<file path="src/rtl/fb_port_arbiter_if.sv">
// Bundle of the clear-control, requester and BRAM-side signals of the frame-buffer arbiter.
// The arbiter uses the slave view; requesters and the BRAM model use the master view.
interface fb_port_arbiter_if #(
    parameter int WIDTH = 8,
    parameter int AW    = 14
);
    logic             clr_start;
    logic [WIDTH-1:0] clr_value;
    logic             clr_busy;

    logic             a_req;
    logic [AW-1:0]    a_addr;
    logic             a_gnt;
    logic             a_rvalid;
    logic [WIDTH-1:0] a_rdata;

    logic             b_req;
    logic             b_we;
    logic [AW-1:0]    b_addr;
    logic [WIDTH-1:0] b_wdata;
    logic             b_gnt;
    logic             b_rvalid;
    logic [WIDTH-1:0] b_rdata;

    logic [AW-1:0]    mem_addr;
    logic [WIDTH-1:0] mem_din;
    logic             mem_we;
    logic [WIDTH-1:0] mem_dout;

    modport slave (
        input  clr_start, clr_value, a_req, a_addr, b_req, b_we, b_addr, b_wdata, mem_dout,
        output clr_busy, a_gnt, a_rvalid, a_rdata, b_gnt, b_rvalid, b_rdata,
               mem_addr, mem_din, mem_we
    );

    modport master (
        output clr_start, clr_value, a_req, a_addr, b_req, b_we, b_addr, b_wdata, mem_dout,
        input  clr_busy, a_gnt, a_rvalid, a_rdata, b_gnt, b_rvalid, b_rdata,
               mem_addr, mem_din, mem_we
    );
endinterface

</file>
<file path="src/rtl/fb_port_arbiter.sv">
// Single-port frame-buffer BRAM owner: A (scan-out) / B (draw) arbitration with
// B anti-starvation, plus a full-buffer clear sequencer.
module fb_port_arbiter #(
    parameter int WIDTH      = 8,
    parameter int LEN        = 12800,
    parameter int AW         = 14,
    parameter int STARVE_MAX = 4
) (
    input  logic               clk,
    input  logic               rst_n,
    fb_port_arbiter_if.slave   bus
);
    localparam int SW = $clog2(STARVE_MAX + 1);
    localparam logic [AW-1:0] LEN_A  = AW'(LEN);
    localparam logic [AW-1:0] LAST_A = AW'(LEN - 1);
    localparam logic [SW-1:0] SMAX   = SW'(STARVE_MAX);

    typedef enum logic [0:0] {
        ST_IDLE  = 1'b0,
        ST_CLEAR = 1'b1
    } state_t;

    state_t           state_q, state_d;
    logic [AW-1:0]    clr_cnt_q, clr_cnt_d;
    logic [WIDTH-1:0] clr_val_q, clr_val_d;
    logic [SW-1:0]    starve_q, starve_d;
    logic             a_rv_q, a_rv_d;
    logic             b_rv_q, b_rv_d;
    logic             oor_q, oor_d;

    logic             a_gnt_s, b_gnt_s, b_win_s, mem_we_s;
    logic [AW-1:0]    mem_addr_s;
    logic [WIDTH-1:0] mem_din_s;

    // Next-state, arbitration and BRAM drive
    always_comb begin
        state_d    = state_q;
        clr_cnt_d  = clr_cnt_q;
        clr_val_d  = clr_val_q;
        starve_d   = starve_q;
        a_rv_d     = 1'b0;
        b_rv_d     = 1'b0;
        oor_d      = 1'b0;
        a_gnt_s    = 1'b0;
        b_gnt_s    = 1'b0;
        b_win_s    = 1'b0;
        mem_we_s   = 1'b0;
        mem_addr_s = '0;
        mem_din_s  = bus.b_wdata;
        case (state_q)
            ST_IDLE: begin
                if (bus.clr_start) begin
                    // A clear request pre-empts any pending port request this cycle.
                    clr_val_d = bus.clr_value;
                    clr_cnt_d = '0;
                    starve_d  = '0;
                    state_d   = ST_CLEAR;
                end else begin
                    b_win_s = bus.b_req && (!bus.a_req || (starve_q == SMAX));
                    if (b_win_s) begin
                        b_gnt_s    = 1'b1;
                        mem_addr_s = bus.b_addr;
                        mem_we_s   = bus.b_we && (bus.b_addr < LEN_A);
                        b_rv_d     = !bus.b_we;
                        oor_d      = !(bus.b_addr < LEN_A);
                        starve_d   = '0;
                    end else if (bus.a_req) begin
                        a_gnt_s    = 1'b1;
                        mem_addr_s = bus.a_addr;
                        a_rv_d     = 1'b1;
                        oor_d      = !(bus.a_addr < LEN_A);
                        starve_d   = bus.b_req ? (starve_q + SW'(1)) : '0;
                    end else begin
                        starve_d   = '0;
                    end
                end
            end
            ST_CLEAR: begin
                mem_we_s   = 1'b1;
                mem_addr_s = clr_cnt_q;
                mem_din_s  = clr_val_q;
                starve_d   = '0;
                if (clr_cnt_q == LAST_A) begin
                    clr_cnt_d = '0;
                    state_d   = ST_IDLE;
                end else begin
                    clr_cnt_d = clr_cnt_q + AW'(1);
                end
            end
            default: begin
                state_d = ST_IDLE;
            end
        endcase
    end

    // State and read-return flag registers
    always_ff @(posedge clk) begin
        if (!rst_n) begin
            state_q   <= ST_IDLE;
            clr_cnt_q <= '0;
            clr_val_q <= '0;
            starve_q  <= '0;
            a_rv_q    <= 1'b0;
            b_rv_q    <= 1'b0;
            oor_q     <= 1'b0;
        end else begin
            state_q   <= state_d;
            clr_cnt_q <= clr_cnt_d;
            clr_val_q <= clr_val_d;
            starve_q  <= starve_d;
            a_rv_q    <= a_rv_d;
            b_rv_q    <= b_rv_d;
            oor_q     <= oor_d;
        end
    end

    // BRAM side is held quiet while reset is asserted so nothing is written.
    assign bus.a_gnt    = rst_n && a_gnt_s;
    assign bus.b_gnt    = rst_n && b_gnt_s;
    assign bus.mem_we   = rst_n && mem_we_s;
    assign bus.mem_addr = rst_n ? mem_addr_s : '0;
    assign bus.mem_din  = mem_din_s;
    assign bus.clr_busy = (state_q == ST_CLEAR);
    assign bus.a_rvalid = a_rv_q;
    assign bus.b_rvalid = b_rv_q;
    assign bus.a_rdata  = (a_rv_q && !oor_q) ? bus.mem_dout : '0;
    assign bus.b_rdata  = (b_rv_q && !oor_q) ? bus.mem_dout : '0;
endmodule
</file>
<file path="src/flat_wrapper.sv">
// flat-port wrapper written by rule: the top's interface ports become plain ports
module fb_port_arbiter_flat 
#(
    parameter int WIDTH      = 8,
    parameter int LEN        = 12800,
    parameter int AW         = 14,
    parameter int STARVE_MAX = 4
)
  (clk, rst_n, bus_clr_start, bus_clr_value, bus_a_req, bus_a_addr, bus_b_req, bus_b_we, bus_b_addr, bus_b_wdata, bus_mem_dout, bus_clr_busy, bus_a_gnt, bus_a_rvalid, bus_a_rdata, bus_b_gnt, bus_b_rvalid, bus_b_rdata, bus_mem_addr, bus_mem_din, bus_mem_we);
  fb_port_arbiter_if #(.WIDTH(WIDTH), .AW(AW)) bus_i ();
  input  logic clk;
  input  logic rst_n;
  input wire logic [$bits(bus_i.clr_start)-1:0] bus_clr_start;
  input wire logic [$bits(bus_i.clr_value)-1:0] bus_clr_value;
  input wire logic [$bits(bus_i.a_req)-1:0] bus_a_req;
  input wire logic [$bits(bus_i.a_addr)-1:0] bus_a_addr;
  input wire logic [$bits(bus_i.b_req)-1:0] bus_b_req;
  input wire logic [$bits(bus_i.b_we)-1:0] bus_b_we;
  input wire logic [$bits(bus_i.b_addr)-1:0] bus_b_addr;
  input wire logic [$bits(bus_i.b_wdata)-1:0] bus_b_wdata;
  input wire logic [$bits(bus_i.mem_dout)-1:0] bus_mem_dout;
  output wire logic [$bits(bus_i.clr_busy)-1:0] bus_clr_busy;
  output wire logic [$bits(bus_i.a_gnt)-1:0] bus_a_gnt;
  output wire logic [$bits(bus_i.a_rvalid)-1:0] bus_a_rvalid;
  output wire logic [$bits(bus_i.a_rdata)-1:0] bus_a_rdata;
  output wire logic [$bits(bus_i.b_gnt)-1:0] bus_b_gnt;
  output wire logic [$bits(bus_i.b_rvalid)-1:0] bus_b_rvalid;
  output wire logic [$bits(bus_i.b_rdata)-1:0] bus_b_rdata;
  output wire logic [$bits(bus_i.mem_addr)-1:0] bus_mem_addr;
  output wire logic [$bits(bus_i.mem_din)-1:0] bus_mem_din;
  output wire logic [$bits(bus_i.mem_we)-1:0] bus_mem_we;
  assign bus_i.clr_start = bus_clr_start;
  assign bus_i.clr_value = bus_clr_value;
  assign bus_i.a_req = bus_a_req;
  assign bus_i.a_addr = bus_a_addr;
  assign bus_i.b_req = bus_b_req;
  assign bus_i.b_we = bus_b_we;
  assign bus_i.b_addr = bus_b_addr;
  assign bus_i.b_wdata = bus_b_wdata;
  assign bus_i.mem_dout = bus_mem_dout;
  assign bus_clr_busy = bus_i.clr_busy;
  assign bus_a_gnt = bus_i.a_gnt;
  assign bus_a_rvalid = bus_i.a_rvalid;
  assign bus_a_rdata = bus_i.a_rdata;
  assign bus_b_gnt = bus_i.b_gnt;
  assign bus_b_rvalid = bus_i.b_rvalid;
  assign bus_b_rdata = bus_i.b_rdata;
  assign bus_mem_addr = bus_i.mem_addr;
  assign bus_mem_din = bus_i.mem_din;
  assign bus_mem_we = bus_i.mem_we;
  fb_port_arbiter #(.WIDTH(WIDTH), .LEN(LEN), .AW(AW), .STARVE_MAX(STARVE_MAX)) u_core (.clk(clk), .rst_n(rst_n), .bus(bus_i));
endmodule
</file>
<file path="config.mk">
export PLATFORM = sky130hd
export DESIGN_NAME = fb_port_arbiter_flat
export DESIGN_NICKNAME = d
export VERILOG_FILES = /design/src/rtl/fb_port_arbiter_if.sv /design/src/rtl/fb_port_arbiter.sv /design/src/flat_wrapper.sv
export SDC_FILE = /design/constraint.sdc
export NUM_CORES = 1
export LEC_CHECK = 0
export CAP_MARGIN = 20
export CORE_MARGIN = 2
export CORE_UTILIZATION = 42
export DETAILED_ROUTE_END_ITERATION = 16
export PLACE_DENSITY = 0.86
export REMOVE_ABC_BUFFERS = 1
export SKIP_LAST_GASP = 1
export SLEW_MARGIN = 30
export SYNTH_ARGS = -nofsm -noshare
export SYNTH_HDL_FRONTEND = slang
export SYNTH_SLANG_ARGS = --single-unit
</file>
<file path="constraint.sdc">
create_clock -name clk -period 3.2 [get_ports clk]
set_input_delay 0.64 -clock clk [delete_from_list [all_inputs] [get_ports clk]]
set_output_delay 0.64 -clock clk [all_outputs]
set_load 0.01 [all_outputs]
</file>
==> results by group, run 1 <==
Die
  • Core Region: roughly 4300 um^2
  • Starting Density: 0.4355
  • Num rows: 24
  • Num ports: ~100
  • Die area: ~5000 um^2
  • Die width: between 70 and 80 um
  • Die H: 70.96 um

Final layout
  • Number of nets in the layout: 410
  • Filler instances: between 300 and 400
  • FF/Latch Area: between 500 and 600 um^2
  • Final core occ: 0.7373
  • Fin area: around 3200 um^2
  • Multi-input gate area: between 1000 and 1500 um^2
  • # diodes: 0
  • Final Non-Filler Cells: roughly 400
  • Share of cells above drive strength 1: 0.1200
  • Area Overhead vs Synth: 69.30%

Synthesis
  • Post-synth EDFFs: 0
  • Share of the synthesized area in the top cell type: 0.3083
  • Top-count cell post-synth: nand2_1
  • Yosys cell types: between 40 and 50
  • Synth Register Bits: 29
  • Mapped Area: ~1900 um^2
  • Seq/Total Area, Yosys: 0.3083
  • Synth top area cells: dfxtp_1 (31%), nand2_1 (7.6%), and2_1 (6.3%)
  • Largest area contributor in the netlist: dfxtp_1
  • Top_reg_cell synth: dfxtp_1
  • Synth Warn #: 0
  • Mapped Cells: 237
  • Synth cell count leaders: nand2_1 (38), dfxtp_1 (29), and2_1 (19), nand3_1 (17), a21boi_0 (13)
  • FFs w/ async S/R, synth: 0
  • Post-Syn Area per Cell: a little under 8 um^2

Place
  • IO Port Bufs: between 100 and 150
  • GP Congestion: approximately 0.95
  • Placed cell area: a little over 3000 um^2
  • Post-DP HPWL: ~4300 um
  • Placed cells: 390

Route
  • Post-DR wirelength/cell: 14.61 um
  • Initial DRT Pass Iterations: 4
  • Routed WL: just under 6000 um
  • Routed vias: about 2200
  • DR iter-0 viols: approximately 150
  • Vias per cell: ~5.4
  • DRC: 0
  • Post-DRT Antenna Nets: 0

Power and ir drop
  • Overall power: about 0.92 mW
  • Pwr Density: 287.3 nW/um^2
  • Leak: 1.430 nW
  • VDD IR-drop max: between 0.2 and 0.3 mV

Worst hold path
  • Worst hold path depth: 1
  • HP Class: reg2reg
  • End of the worst hold path: u_core.starve_q[0]
  • Min-Delay Startpoint: u_core.starve_q[0]

GRT
  • Tot GR Track Use: 0.2400
  • Vias in the first global route: around 2100
  • First-pass GRT wire length: approximately 9700 um
  • Largest net degree at the start of global routing: 31
  • Grt total ovfl: 0
  • Initial antenna violation count: 0

STA
  • Worst hold slack: roughly 450 ps
  • Part of the cycle the worst path needs: 1.068
  • Worst-Margin Slew: roughly 540 ps
  • Final Hold Vio Count: 0
  • Clk_skew: around 7.4 ps
  • Tmin final: 3418 ps
  • Worst Slack Setup Final: -217.6 ps
  • RSZ-0062 raised after global routing: true
  • Slew margin rel.: 0.6397
  • Final setup fails: 1
  • Max-slew violations: 0
  • Fmax: roughly 290 MHz

Setup path
  • Slowest CP cell: clkdlybuf4s50_1
  • Crit path cell chain: clkdlybuf4s50_1 -> or3b_4 -> a311oi_4 -> buf_4 -> buf_12 -> a22oi_1 -> nand2_1 -> clkdlybuf4s50_1
  • Reg2Reg Setup Slack: 1320 ps
  • CP Max Fanout: 7
  • CP Buf/Inv Count: 4
  • Setup CP Type: in2out
  • Cells on worst reg2reg path: 6
  • Critical Path Source Type: input pin
  • Crit path largest cell delay: around 520 ps
  • Endpoint type of the worst setup path: primary output
  • CP arrival: roughly 2800 ps
  • Worst r2r src: u_core.clr_cnt_q[0]
  • CP delay by family, top: buffers and inverters
  • CP Data Required Time: 2560 ps
  • Most frequent CP cell: clkdlybuf4s50_1
  • Reg-to-reg endpoint: u_core.clr_cnt_q[9]

Outcome
  • Outcome: finished, violations left
  • Failing checks: setup timing

Clock network
  • Reg clk slew, reported paths: approximately 60 ps
  • Max Root-Sink Buffers: 2
  • Clk sinks: 29
  • Num CTS Buffers: 5
  • H-tree levels: 2
  • Hold_buf cts: 0
  • CTS root buffer: clkbuf_8
  • Clock latency on the worst-skew pair: 290 ps
  • TritonCTS clock tree: built

Job
  • Max Cap Viol: 0
layout make-up:
| type | instances | share of cell area |
|---|---|---|
| clock inverters | 3 | 0.005495 |
| clock buffers | 5 | 0.02159 |
| multi-input cells | 183 | 0.3717 |
| repair buffers | 122 | 0.3893 |
| flip-flops and latches | 29 | 0.1821 |
| inverters | 8 | 0.009419 |
| well taps | 52 | 0.02041 |
stage by stage:
stage | setup slack, ps | setup TNS, ps
2_1_floorplan | 517.3 | 0
3_3_place_gp | -191.9 | -2145
3_5_place_dp | -236.2 | -2599
4_1_cts | -176.3 | -1841
5_1_grt | -300.8 | -331.6
6_report | -217.6 | -217.6
where the power goes:
group | total, mW | switching, mW | internal [mW] | leakage [nW]
Clock | 0.296 | 0.146 | 0.150 | 0.0439
Combinational | 0.241 | 0.0929 | 0.148 | 1.15
Sequential | 0.379 | 0.00753 | 0.371 | 0.236
worst register-to-register path, delay by kind of cell, from the launching register on:
kind / cells / cell delay (ps)
AO/OA/AOI/OAI: 3 / 480
flip-flops: 1 / 460
AND/OR/NAND/NOR: 1 / 390
adder cells (fa/ha/maj): 1 / 250
buffers and inverters: 1 / 210
how the worst max path moves through the flow:
stage,start,endpoint,slack [ps],cells past startpoint
floorplan,bus_clr_start,bus_mem_addr[5],520,3
CTS,rst_n,bus_mem_addr[13],-180,7
detailed placement,rst_n,bus_mem_addr[13],-240,7
global placement,rst_n,bus_mem_addr[13],-190,7
global route,rst_n,bus_mem_addr[7],-300,8
finish,rst_n,bus_mem_addr[7],-220,8
cell usage in the layout (no fill, tap or decap), types with 2 or more instances in the layout:
cell,synthesis,final
o31ai_1,2,2
nand2_1,38,38
xnor2_1,3,3
a21boi_0,13,12
nand4_1,3,3
and3_1,6,6
and4_1,2,2
clkdlybuf4s50_1,0,89
dlymetal6s2s_1,0,11
ha_1,3,3
a41oi_1,3,3
a31oi_1,5,5
a21oi_1,3,3
a22o_1,3,3
a311oi_1,2,2
o211ai_1,3,3
buf_12,0,2
inv_1,8,8
nand2_2,2,2
buf_4,0,17
a22oi_1,10,10
o21ai_0,11,11
clkinv_2,0,2
clkbuf_8,0,5
dfxtp_1,29,29
a21o_1,2,2
nand3_1,17,17
nor2_1,5,5
mux2_2,8,8
nand2b_1,2,2
and2_1,19,19
nor2b_1,5,5
repair_timing:
action	in CTS	in global routing
setup endpoints to repair	14	14
buffers inserted	0	3
resized for setup	2	13
gates cloned	0	1
pin swaps	1	0
flip-flops by register name (all words and copies together) (netlist names):
| signal | flops |
|---|---|
| u_core.oor_q | 1 |
| u_core.bus.clr_busy | 1 |
| u_core.clr_cnt_q | 14 |
| u_core.bus.b_rvalid | 1 |
| u_core.clr_val_q | 8 |
| u_core.starve_q | 3 |
| u_core.bus.a_rvalid | 1 |
cell families after synthesis:
group | Yosys count | synth area share
flip-flops | 29 | 0.3083
XOR/XNOR | 3 | 0.01396
AO/OA/AOI/OAI | 62 | 0.2485
multiplexers | 9 | 0.05316
adder cells (fa/ha/maj) | 3 | 0.01994
buffers and inverters | 25 | 0.06378
AND/OR/NAND/NOR | 106 | 0.2924
routing by layer:
layer	up-vias	GRT usage	share of wire
li1	1080	-	-
met1	998	0.2619	0.41
met2	95	0.4237	0.49
met3	11	0.08974	0.084
met4	0	0.08805	0.015
met5	-	0	0
Power figures use the tool's default switching activity.
==> inputs of run 2 (changes only) <==
--- a/config.mk
+++ b/config.mk
@@ -7,9 +7,9 @@
 export LEC_CHECK = 0
 export CAP_MARGIN = 20
 export CORE_MARGIN = 2
-export CORE_UTILIZATION = 42
+export CORE_UTILIZATION = 35
 export DETAILED_ROUTE_END_ITERATION = 16
-export PLACE_DENSITY = 0.86
+export PLACE_DENSITY = 0.76
 export REMOVE_ABC_BUFFERS = 1
 export SKIP_LAST_GASP = 1
 export SLEW_MARGIN = 30
==> constraint.sdc (replaced) <==
create_clock -name clk -period 2.8 [get_ports clk]
set_input_delay 0.56 -clock clk [delete_from_list [all_inputs] [get_ports clk]]
set_output_delay 0.56 -clock clk [all_outputs]
set_load 0.01 [all_outputs]
==> results by group, run 2 (synthesis gave the netlist of run 1 again) <==
Worst hold path
  • HP Class: reg2reg

Place
  • GP Congestion: roughly 0.8
  • Post-DP HPWL: roughly 4600 um
  • IO Port Bufs: approximately 100
  • Placed cell area: ~3100 um^2
  • Post-Place Setup Slack: -487.4 ps

Final layout
  • Largest registers: u_core.clr_cnt_q: 14 flops, u_core.clr_val_q: 8 flops, u_core.starve_q: 3 flops
  • Commonest non-fill, non-tap cell in the layout: clkdlybuf4s50_1
  • Max reg flops: 14
  • Fin area: 3184 um^2
  • Share of cells above drive strength 1: 0.1823
  • Number of nets in the layout: 422
  • Commonest non-fill, non-tap cells in the layout: clkdlybuf4s50_1 (82), nand2_1 (38), buf_4 (29), dfxtp_1 (29), and2_1 (19)
  • # diodes: 0
  • Area Overhead vs Synth: 69.10%
  • Largest register by flop count: u_core.clr_cnt_q

Outcome
  • Outcome: finished clean

Route
  • Vias per cell: about 5.3
  • Initial DRT Pass Iterations: 4
  • Met2 wire len: about 2900 um
  • Top Metal Used: met4
  • DRT met1 WL: roughly 2500 um
  • Post-DRT Antenna Nets: 0
  • DRC: 0
  • Post-DR wirelength/cell: between 10 and 15 um
  • DR iter-0 viols: 198
  • Routed vias: approximately 2300
  • Routed WL: roughly 6100 um
  • Met3 WL: 615 um

Die
  • Starting Density: 0.3664
  • Die H: about 77 um
  • Die area: 5983 um^2
  • Num rows: 26
  • Core Region: roughly 5000 um^2
  • Die width: about 77 um
  • Num ports: ~100

STA
  • Slew margin rel.: 0.6374
  • Max-slew violations: 0
  • Tmin final: roughly 2700 ps
  • Fmax: 370.5 MHz
  • Part of the cycle the worst path needs: 0.9641
  • Final setup fails: 0
  • RSZ-0062 raised after global routing: false
  • Clk_skew: between 7 and 8 ps
  • Final Hold Vio Count: 0
  • Worst-Margin Slew: roughly 540 ps
  • Worst Slack Setup Final: 100.6 ps

Setup path
  • Endpoint type of the worst setup path: primary output
  • Reg2Reg Setup Slack: 800 ps
  • Critical Path Source Type: input pin
  • CP Max Fanout: 4
  • Cells on worst reg2reg path: 10
  • Worst r2r src: u_core.starve_q[0]
  • CP arrival: around 2100 ps
  • Reg-to-reg endpoint: u_core.oor_q
  • Worst Setup EP: bus_mem_addr[3]
  • Setup CP Type: in2out
  • CP Data Required Time: roughly 2200 ps
  • Critical Path Start: bus_clr_start

Power and ir drop
  • VDD IR-drop max: 0.2232 mV
  • Pwr Density: ~320 nW/um^2
  • Leak: 1.339 nW

Clock network
  • TritonCTS clock tree: built
  • H-tree levels: 2
  • Clk sinks: 29
  • Num CTS Buffers: 5
  • Max Root-Sink Buffers: 2
  • Clock latency on the worst-skew pair: about 280 ps
  • CTS root buffer: clkbuf_8
  • Reg clk slew, reported paths: 60 ps

GRT
  • Grt total ovfl: 0
  • First-pass GRT wire length: a little under 10000 um
  • Largest net degree at the start of global routing: 31
  • Vias in the first global route: 2084
  • Initial antenna violation count: 0
  • Tot GR Track Use: 0.1986

Job
  • Max Cap Viol: 0
run 2: cell types whose count changed in the layout (fill, tap and decap cells not counted), moves of 2 or more:
cell	delta
clkbuf_2	+5
buf_6	+2
buf_2	+6
buf_4	+12
dlymetal6s2s_1	-10
clkdlybuf4s50_1	-7
buf_12	-2
dlygate4sd2_1	+6
run 2: power by group:
group,total [mW],leakage (nW),switching [mW],internal [mW]
Clock,0.327,0.0450,0.155,0.172
Sequential,0.433,0.236,0.00823,0.425
Combinational,0.274,1.06,0.107,0.167
Total,1.03,1.34,0.271,0.763
run 2: area by class of cell:
class,instances,area (um^2)
multi-input combinational,183,1192
inverter,8,30.03
clock buffer,6,72.57
clock inverter,2,10.01
tap,70,87.58
timing repair buffer,134,1211
fill,486,1956
sequential,29,580.6
run 2: stage by stage:
step	instances	setup TNS, ps	utilization	total power [mW]	hold WS [ps]
finish	432	0	0.6195	1.034	442.9
global route	432	0	0.6195	1.078	453.1
CTS	430	-55.16	0.6203	1.041	446.8
detailed placement	413	-6360	0.5947	0.7123	441.5
global placement	413	-6019	0.5947	0.7091	428.4
floorplan	220	0	-	0.5298	416.7
run 2: how the worst min path moves through the flow:
stage	from	to	depth (start not counted)	slack [ps]
floorplan	u_core.starve_q[0]	u_core.starve_q[0]	1	420
CTS	u_core.starve_q[0]	u_core.starve_q[0]	1	450
global placement	u_core.starve_q[0]	u_core.starve_q[0]	1	430
global route	u_core.starve_q[0]	u_core.starve_q[0]	1	450
finish	u_core.starve_q[0]	u_core.starve_q[0]	1	440
detailed placement	u_core.starve_q[0]	u_core.starve_q[0]	1	440
run 2: what timing repair did:
action	CTS	global route
pin swaps	2	3
buffers inserted	8	2
gates resized for setup	42	12
setup endpoints to repair	17	12
cloned	1	0
hold buffers	0	0
run 2: per-layer routing:
layer / vias to the layer above / track usage
met3: 11 / 0.05233
li1: 1098 / -
met4: 0 / 0.05536
met2: 122 / 0.3643
met1: 1044 / 0.2256
met5: - / 0
run 2: critical path: stages:
cell,delay [ps]
clkbuf_2,100
or3b_4,420
a311oi_4,390
buf_2,210
buf_4,110
buf_4,90
a22oi_1,60
nand2_1,70
buf_2,130
==> inputs of run 3 (changes only) <==
--- a/config.mk
+++ b/config.mk
@@ -16,3 +16,4 @@
 export SYNTH_ARGS = -nofsm -noshare
 export SYNTH_HDL_FRONTEND = slang
 export SYNTH_SLANG_ARGS = --single-unit
+export TNS_END_PERCENT = 10
==> results by group, run 3 (synthesis gave the netlist of run 1 again) <==
Place
  • Post-DP HPWL: 4637 um
  • Placed cell area: around 3100 um^2
  • GP Congestion: approximately 0.81
  • IO Port Bufs: a little over 100

GRT
  • Tot GR Track Use: 0.1984
  • Grt met2 use: 0.3626
  • First-pass GRT wire length: just under 10000 um
  • Vias in the first global route: approximately 2100
  • Largest net degree at the start of global routing: 31
  • GR Util met3: 0.05349
  • Grt total ovfl: 0
  • Busiest grt layer: met2
  • Initial antenna violation count: 0
  • Met1 GRT Util: 0.2256

Clock network
  • Hold_buf cts: 0
  • TritonCTS clock tree: built
  • H-tree levels: 2
  • Clk sinks: 29
  • CTS root buffer: clkbuf_8
  • Num CTS Buffers: 5
  • Clock latency on the worst-skew pair: around 280 ps
  • Reg clk slew, reported paths: approximately 60 ps
  • Max Root-Sink Buffers: 2

Die
  • Starting Density: 0.3664
  • Die area: about 6000 um^2
  • Die width: between 70 and 80 um
  • Num rows: 26
  • Num ports: 102
  • Die H: just under 80 um
  • Core Region: 5140 um^2

STA
  • Final setup fails: 11
  • Part of the cycle the worst path needs: 1.038
  • Fmax: ~340 MHz
  • Tmin final: approximately 2900 ps
  • Worst hold slack: around 450 ps
  • Clk_skew: about 9.4 ps
  • Worst-Margin Slew: roughly 540 ps
  • Worst Slack Setup Final: -105.6 ps
  • RSZ-0062 raised after global routing: true
  • Max-slew violations: 0
  • Setup tns final: -649.9 ps
  • Final Hold Vio Count: 0
  • Slew margin rel.: 0.6373

Route
  • Routed WL: between 6000 and 7000 um
  • Post-DR wirelength/cell: 14.18 um
  • Routed vias: 2243
  • Initial DRT Pass Iterations: 4
  • DR iter-0 viols: about 160
  • DRC: 0
  • Vias per cell: between 5 and 6
  • Post-DRT Antenna Nets: 0

Final layout
  • Largest register by flop count: u_core.clr_cnt_q
  • Share of cells above drive strength 1: 0.1657
  • Area Overhead vs Synth: 70.03%
  • Commonest non-fill, non-tap cell in the layout: clkdlybuf4s50_1
  • # diodes: 0
  • Largest registers: u_core.clr_cnt_q: 14 flops, u_core.clr_val_q: 8 flops, u_core.starve_q: 3 flops
  • Max reg flops: 14
  • Fin area: ~3200 um^2
  • Number of nets in the layout: between 400 and 500
  • Commonest non-fill, non-tap cells in the layout: clkdlybuf4s50_1 (84), nand2_1 (38), buf_4 (30)

Worst hold path
  • HP Class: reg2reg
  • Worst hold path depth: 1
  • End of the worst hold path: u_core.starve_q[0]
  • Min-Delay Startpoint: u_core.starve_q[0]

Outcome
  • Outcome: finished, violations left
  • Failing checks: setup timing

Setup path
  • Critical Path Source Type: input pin
  • Slowest CP cell: or3b_4
  • Crit path largest cell delay: approximately 420 ps
  • CP Buf/Inv Count: 5
  • Crit path cell chain: dlygate4sd2_1 -> or3b_4 -> a311oi_4 -> buf_6 -> buf_4 -> buf_4 -> nand2_2 -> nand3_1 -> clkdlybuf4s15_2
  • Setup CP Type: in2out
  • Cells on worst reg2reg path: 10
  • Reg-to-reg endpoint: u_core.oor_q
  • Most frequent CP cell: buf_4
  • CP Data Required Time: between 2000 and 2500 ps
  • Endpoint type of the worst setup path: primary output
  • Worst r2r src: u_core.starve_q[0]
  • CP delay by family, top: buffers and inverters
  • Reg2Reg Setup Slack: 790 ps
  • CP arrival: about 2400 ps
  • CP Max Fanout: 4

Power and ir drop
  • Pwr Density: 323.4 nW/um^2
  • Overall power: about 1.0 mW
  • Leak: roughly 1.3 nW
  • VDD IR-drop max: roughly 0.22 mV

Job
  • Max Cap Viol: 0
run 3: cell types whose count changed in the layout (fill, tap and decap cells not counted):
cell | before | now
buf_2 | 6 | 4
buf_4 | 29 | 30
buf_6 | 3 | 2
clkbuf_2 | 5 | 2
clkdlybuf4s15_2 | 0 | 1
clkdlybuf4s50_1 | 82 | 84
dlygate4sd2_1 | 7 | 9
inv_1 | 7 | 8
inv_2 | 1 | 0
nor2b_1 | 4 | 5
nor2b_2 | 1 | 0
run 3: repair_timing:
action                     CTS  global route
setup endpoints to repair   17            15
buffers inserted             8             2
gates resized for setup     30             9
cloned                       1             0
pin swaps                    2             2
run 3: per-layer routing:
layer / vias up / wire length, um
met5: - / 0
met4: 0 / 85
met3: 9 / 519
met2: 100 / 2945
met1: 1032 / 2575
li1: 1102 / -
run 3: through the flow:
| stage | setup WS (ps) | cells | utilization |
|---|---|---|---|
| floorplan | 216.4 | 220 | - |
| global placement | -448.4 | 413 | 0.5947 |
| detailed placement | -487.4 | 413 | 0.5947 |
| CTS | -85.96 | 430 | 0.6244 |
| global route | -154.7 | 432 | 0.6229 |
| finish | -105.6 | 432 | 0.6229 |
run 3: layout make-up:
cell class / count / area, um^2
sequential: 29 / 580.6
tap: 70 / 87.58
clock buffer: 6 / 72.57
inverter: 8 / 30.03
clock inverter: 2 / 10.01
fill: 487 / 1938
multi-input combinational: 183 / 1190
timing repair buffer: 134 / 1231
run 3: how the worst max path moves through the flow:
stage,startpoint,endpoint,depth (start not counted)
final,bus_clr_start,bus_mem_addr[13],9
after global routing,bus_clr_start,bus_mem_addr[7],8
after CTS,bus_a_req,bus_mem_addr[9],7
after detailed placement,rst_n,bus_mem_addr[4],7
after global placement,rst_n,bus_mem_addr[4],7
after floorplan,u_core.bus.clr_busy,bus_mem_addr[5],3
run 3: worst register-to-register path: stages (launching register included):
cell and delay (ps):
dfxtp_1 350, inv_1 50, ha_1 200, buf_4 150
a311oi_4 410, buf_6 160, buf_4 110, buf_4 100
nand2_2 50, buf_4 130, o32ai_2 220
run 3: power breakdown:
group / internal (mW) / switching [mW] / total (mW) / leakage [nW]
registers: 0.425 / 0.00821 / 0.433 / 0.236
clock network: 0.172 / 0.156 / 0.327 / 0.0450
logic: 0.168 / 0.107 / 0.275 / 1.07
